### config.mk
export PLATFORM = sky130hd
export DESIGN_NAME = core_task_server
export DESIGN_NICKNAME = d
export VERILOG_FILES = /design/src/rtl/core_task_server.sv
export SDC_FILE = /design/constraint.sdc
export NUM_CORES = 1
export LEC_CHECK = 0
export CAP_MARGIN = 10
export CELL_PAD_IN_SITES_DETAIL_PLACEMENT = 1
export CELL_PAD_IN_SITES_GLOBAL_PLACEMENT = 2
export CORE_UTILIZATION = 41
export CTS_BUF_LIST = sky130_fd_sc_hd__clkbuf_16
export CTS_CLUSTER_SIZE = 28
export DETAILED_ROUTE_END_ITERATION = 6
export GPL_TIMING_DRIVEN = 0
export PLACE_DENSITY = 0.88
export SLEW_MARGIN = 10
export SYNTH_ARGS = -nofsm -noshare
export SYNTH_HDL_FRONTEND = slang
export SYNTH_SLANG_ARGS = --single-unit
### constraint.sdc
create_clock -name clk -period 6.4 [get_ports clk]
set_clock_uncertainty 0.1 [all_clocks]
set_input_delay 1.92 -clock clk [delete_from_list [all_inputs] [get_ports clk]]
set_output_delay 1.92 -clock clk [all_outputs]
set_load 0.02 [all_outputs]
### src/rtl/core_task_server.sv
// rtl/core_task_server.sv - per-core task dequeue/start/finish/abort responder with ready-task buffer
module core_task_server #(
    parameter int TASK_W     = 128,
    parameter int TTYPE_W    = 4,
    parameter int SLOT_W     = 7,
    parameter int CHILD_W    = 3,
    parameter int FIFO_DEPTH = 4
) (
    input  logic                clk,
    input  logic                rstn,
    input  logic                in_valid,
    output logic                in_ready,
    input  logic [TASK_W-1:0]   in_task,
    input  logic [TTYPE_W-1:0]  in_ttype,
    input  logic [SLOT_W-1:0]   in_slot,
    input  logic                task_arvalid,
    input  logic [TTYPE_W-1:0]  task_araddr,
    output logic                task_rvalid,
    output logic [TASK_W-1:0]   task_rdata,
    output logic [SLOT_W-1:0]   task_rslot,
    input  logic                start_task_valid,
    output logic                start_task_ready,
    input  logic [SLOT_W-1:0]   start_task_slot,
    input  logic                finish_task_valid,
    output logic                finish_task_ready,
    input  logic [SLOT_W-1:0]   finish_task_slot,
    input  logic [CHILD_W-1:0]  finish_task_num_children,
    input  logic                finish_task_undo_log_write,
    input  logic                abort_req_valid,
    input  logic [SLOT_W-1:0]   abort_req_slot,
    output logic                abort_req_hit,
    output logic                abort_running_task,
    output logic [SLOT_W-1:0]   abort_running_slot,
    output logic                done_valid,
    input  logic                done_ready,
    output logic [SLOT_W-1:0]   done_slot,
    output logic [CHILD_W-1:0]  done_children,
    output logic                done_undo,
    output logic                done_aborted,
    output logic                proto_err
);
    localparam int PTR_W = $clog2(FIFO_DEPTH);
    localparam int CNT_W = PTR_W + 1;

    typedef enum logic [1:0] {S_IDLE, S_DISPATCHED, S_RUNNING, S_REPORT} state_t;

    state_t              state, state_nxt;
    logic [TASK_W-1:0]   fifo_task  [FIFO_DEPTH];
    logic [TTYPE_W-1:0]  fifo_ttype [FIFO_DEPTH];
    logic [SLOT_W-1:0]   fifo_slot  [FIFO_DEPTH];
    logic [PTR_W-1:0]    head, tail;
    logic [CNT_W-1:0]    count;
    logic                run_en;
    logic [SLOT_W-1:0]   cur_slot;
    logic                aborted;
    logic                push, pop, fifo_empty;
    logic                start_hs, finish_hs, abort_hit_now;

    // run_en holds in_ready low while in reset and for the first cycle after release
    assign fifo_empty  = (count == '0);
    assign in_ready    = run_en & (count != CNT_W'(FIFO_DEPTH));
    assign push        = in_valid & in_ready;
    assign task_rvalid = task_arvalid & (state == S_IDLE) & !fifo_empty
                         & (fifo_ttype[head] == task_araddr);
    assign pop         = task_rvalid;
    assign task_rdata  = task_rvalid ? fifo_task[head] : '0;
    assign task_rslot  = task_rvalid ? fifo_slot[head] : '0;

    assign start_hs      = start_task_valid & start_task_ready;
    assign finish_hs     = finish_task_valid & finish_task_ready;
    assign abort_hit_now = abort_req_valid & (abort_req_slot == cur_slot)
                           & ((state == S_DISPATCHED) | (state == S_RUNNING));

    // the abort level to the core drops as soon as the finish handshake moves us to REPORT
    assign abort_running_task = aborted & (state != S_REPORT);
    assign abort_running_slot = cur_slot;
    assign done_slot          = cur_slot;

    // ready-task storage; contents are don't-care while empty so no reset is needed
    always_ff @(posedge clk) begin
        if (push) begin
            fifo_task[tail]  <= in_task;
            fifo_ttype[tail] <= in_ttype;
            fifo_slot[tail]  <= in_slot;
        end
    end

    // FIFO pointers and occupancy; power-of-two depth lets pointers wrap naturally
    always_ff @(posedge clk or negedge rstn) begin
        if (!rstn) begin
            head   <= '0;
            tail   <= '0;
            count  <= '0;
            run_en <= 1'b0;
        end else begin
            run_en <= 1'b1;
            if (push) tail <= tail + 1'b1;
            if (pop)  head <= head + 1'b1;
            count <= count + CNT_W'(push) - CNT_W'(pop);
        end
    end

    // task lifecycle state register
    always_ff @(posedge clk or negedge rstn) begin
        if (!rstn) state <= S_IDLE;
        else       state <= state_nxt;
    end

    // lifecycle next-state and per-state handshake readies
    always_comb begin
        state_nxt         = state;
        start_task_ready  = 1'b0;
        finish_task_ready = 1'b0;
        done_valid        = 1'b0;
        case (state)
            S_IDLE: begin
                if (pop) state_nxt = S_DISPATCHED;
            end
            S_DISPATCHED: begin
                start_task_ready = 1'b1;
                if (start_hs) state_nxt = S_RUNNING;
            end
            S_RUNNING: begin
                finish_task_ready = 1'b1;
                if (finish_hs) state_nxt = S_REPORT;
            end
            S_REPORT: begin
                done_valid = 1'b1;
                if (done_ready) state_nxt = S_IDLE;
            end
            default: state_nxt = S_IDLE;
        endcase
    end

    // in-flight task bookkeeping, abort tracking, completion record and sticky error
    always_ff @(posedge clk or negedge rstn) begin
        if (!rstn) begin
            cur_slot      <= '0;
            aborted       <= 1'b0;
            abort_req_hit <= 1'b0;
            done_children <= '0;
            done_undo     <= 1'b0;
            done_aborted  <= 1'b0;
            proto_err     <= 1'b0;
        end else begin
            abort_req_hit <= abort_hit_now;
            if (pop) cur_slot <= fifo_slot[head];
            if ((state == S_REPORT) && done_ready) aborted <= 1'b0;
            else if (abort_hit_now)                aborted <= 1'b1;
            if (finish_hs) begin
                done_children <= finish_task_num_children;
                done_undo     <= finish_task_undo_log_write;
                done_aborted  <= aborted | abort_hit_now;
            end
            if ((start_hs && (start_task_slot != cur_slot))
                || (finish_hs && (finish_task_slot != cur_slot))
                || ((state == S_DISPATCHED) && finish_task_valid))
                proto_err <= 1'b1;
        end
    end
endmodule

==> results.py <==
metrics = {
    "sta": {
        "min_period_ps": 6290,
        "finalHoldViolations": 0,
        "slew_headroom_pct": 34.7,
        "drv_slew": 0,
        "final-setup-viol-count": 0,
        "worst_pin_slew_ps": 980,
        "finalCritPeriodShare_pct": 98.2,
        "rsz0062_at_grt": "no",
        "layout_setup_ws_ps": 113,
        "clock.fmax_ghz": 0.159,
    },
    "synth": {
        "yosys.cell_count.top_type": "edfxtp_1",
        "avgSynthCellArea_um2": 22.0,
        "ys_ff_latch": 581,
        "netlist_top_cells_count": "edfxtp_1, mux4_2, nor2b_1, clkbuf_1, dfrtp_1",
        "synth_top_area_share_pct": 74.6,
        "ys_async_sr_fraction_pct": 4.30,
        "yosys.area_share.simple_pct": 4.35,
        "synth_top_family_by_area": "multiplexers",
        "synth_largest_area_cell": "edfxtp_1",
        "synthMuxAreaShare_pct": 14.3,
        "yosysWarningCount": 0,
        "synthAdderAreaFrac_pct": 0.705,
        "synth-seq-area-share_pct": 77.4,
        "synth-compound-area-share_pct": 0.627,
        "ys.flop_type": "edfxtp_1",
        "netlist_area_mm2": 0.0224,
        "synthCells": 1016,
        "synth_area_leaders": "edfxtp_1, mux4_2, nor2b_1, dfrtp_1, xnor2_1",
        "ys_types": 37,
        "synth-xor-area-share_pct": 1.25,
        "synth_edf_count": 556,
        "syn_nets": 1204,
    },
    "layout": {
        "layout.nets": 1615,
        "syn2layout_area_growth_pct": 29.6,
        "nFillCells": 4737,
        "multi_input_area_mm2": 0.00477,
        "instances_no_fill": 2176,
        "stdcell_area_mm2": 0.0290,
        "seq_area_mm2": 0.0173,
        "layout-drive-gt1-share_pct": 18.9,
        "final_util_pct": 53.9,
    },
    "floorplan": {
        "rows": 85,
        "coreArea_mm2": 0.0538,
        "die_width_um": 236,
        "die_y_um": 236,
        "initial_core_util_pct": 41.6,
        "pin_count": 338,
        "die-area_mm2": 0.0555,
    },
    "clocking": {
        "h-tree-depth": 2,
        "cts.sinks": 581,
        "path_clk_slew_ps": 60,
        "clkLatencyLatePin_ps": 620,
        "cts_tree": "built",
        "root_buffer": "clkbuf_16",
        "cts-buffers-inserted": 59,
        "cts.path.max_buffers": 3,
    },
    "place": {
        "place_area_mm2": 0.0270,
        "gp_congestion": 0.718,
        "port-buffer-count": 337,
        "dpl.cell_count": 2061,
        "dp_slack_ps": -540,
        "hpwl_mm": 35.3,
    },
    "worst_setup_path": {
        "cp_cell_sequence": "clkdlybuf4s50_1, xor2_1, nor3_2, o21ai_1, clkbuf_4, clkbuf_4, nor2b_1, clkdlybuf4s50_1",
        "cp-end-kind": "output pin",
        "cp-start-kind": "input port",
        "worstSetupPathType": "input port to output pin",
        "required_ps": 4380,
        "slowest_stage": "clkdlybuf4s50_1",
        "max_stage_delay_ps": 640,
        "cp_max_fo": 10,
        "crit_arrival_ps": 4270,
    },
    "pwr": {
        "p_leak_nw": 9.31,
        "vdd_drop_max_mv": 0.286,
        "finalPower_mw": 10.6,
        "p_per_area_mw_per_mm2": 367,
    },
    "detailed_routing": {
        "drt_iter0_markers": 494,
        "drcViolationCount": 0,
        "routed_via_density": 5.16,
        "wl_mm": 53.7,
        "firstDrtPassIters": 5,
        "wl_per_cell_um": 24.7,
        "postRouteAntennaNets": 0,
        "vias": 11200,
    },
    "global_route": {
        "grt_pass1_vias": 12800,
        "grt_start_max_net_pins": 49,
        "grt_pass1_wl_mm": 80.6,
        "track_usage_pct": 19.6,
        "grt_overflow_total": 0,
        "antenna_found_initial": 9,
    },
    "min_path": {
        "hp-class": "register to register",
    },
    "outcome": {
        "outcome": "completed",
    },
    "flow_run": {
        "maxCapViolations": 0,
    },
}
-- sequential cells by signal (all words and copies together) (netlist names) --
signal and count:
fifo_task 512, fifo_slot 28, fifo_ttype 16, abort_running_slot 7, count 3, done_children 3, head 2, state 2
tail 2, abort_req_hit 1, aborted 1, done_aborted 1, done_undo 1, proto_err 1, run_en 1
-- worst max-delay path: cells and delay by family --
| family | cells | cell delay (ps) |
|---|---|---|
| buffers and inverters | 4 | 1600 |
| xor gates and xnor gates | 1 | 200 |
| and+or+nand+nor | 2 | 410 |
| AOI/OAI and AO/OA | 1 | 130 |
-- worst paths after layout --
| path | from | endpoint | slack (ps) | depth (start not counted) |
|---|---|---|---|---|
| max | task_araddr[1] | task_rdata[107] | 110 | 8 |
| min | proto_err | proto_err | 380 | 1 |
| max reg2reg | head[0] | count[2] | 2740 | 16 |
| min reg2reg | proto_err | proto_err | 380 | 1 |
| max in group asynchronous | rstn | head[0] | 4570 | 1 |
| min in group asynchronous | rstn | tail[1] | 1210 | 1 |
-- layout make-up --
class	instances	area share, %
sequential	581	59.7
multi-input combinational	368	16.4
timing repair buffer	350	12.8
clock buffer	60	5.18
tap	696	3.00
clock inverter	48	1.63
buffer	54	0.993
inverter	13	0.168
antenna	6	0.0518
-- cell families (layout without fill, tap and decap cells) --
kind of cell | after synthesis | count (layout)
buffers and inverters | 67 | 525
AOI/OAI and AO/OA | 18 | 18
muxes | 147 | 147
and+or+nand+nor | 158 | 158
adders and majority gates | 12 | 12
other | 1 | 7
xor gates and xnor gates | 32 | 32
DFF | 581 | 581
-- cells in the final DEF, fill, tap and decap left out, types with 4 or more instances in the layout --
cell type        instances
edfxtp_1               556
clkdlybuf4s50_1        335
mux4_2                 137
nor2b_1                136
clkbuf_16               60
dfrtp_1                 25
clkbuf_1                21
inv_1                   20
xnor2_1                 17
xor2_1                  15
clkinv_2                15
buf_16                  12
ha_1                    11
buf_4                   10
clkbuf_2                10
clkinv_1                10
bufinv_16                9
a21o_1                   7
diode_2                  6
buf_1                    6
mux2i_1                  5
nor2_1                   4
clkbuf_4                 4
and3_4                   4
mux2_2                   4
clkinvlp_4               4
-- routing by layer --
| metal | vias to the layer above | share of wire (%) | track usage, % |
|---|---|---|---|
| met4 | 6 | 3.2 | 7.88 |
| met1 | 5903 | 40 | 24.4 |
| met3 | 96 | 5.5 | 4.50 |
| met5 | - | 0.086 | 0 |
| li1 | 4925 | - | - |
| met2 | 293 | 51 | 33.3 |
-- per-stage QoR --
stage          hold slack (ps)  TNS (ps)
6_report                   377         0
2_1_floorplan              395         0
3_3_place_gp               363  -1573560
3_5_place_dp               369    -19860
5_1_grt                    413         0
4_1_cts                    386         0
-- power breakdown --
| part | total [mW] | leakage [nW] | switching, mW | internal (mW) |
|---|---|---|---|---|
| clock network | 3.50 | 0.995 | 1.44 | 2.06 |
| registers | 4.75 | 5.36 | 0.138 | 4.62 |
| logic | 2.40 | 2.96 | 1.13 | 1.27 |
| total | 10.6 | 9.31 | 2.71 | 7.94 |
-- what timing repair did --
| item | 4_1_cts | 5_1_grt |
|---|---|---|
| gates resized for setup | 20 | 2 |
| setup endpoints to repair | 109 | 5 |
| buffers inserted | 0 | 1 |
| pin swaps | 0 | 0 |
| hold buffers | 0 | 0 |
Power figures use the tool's default switching activity.
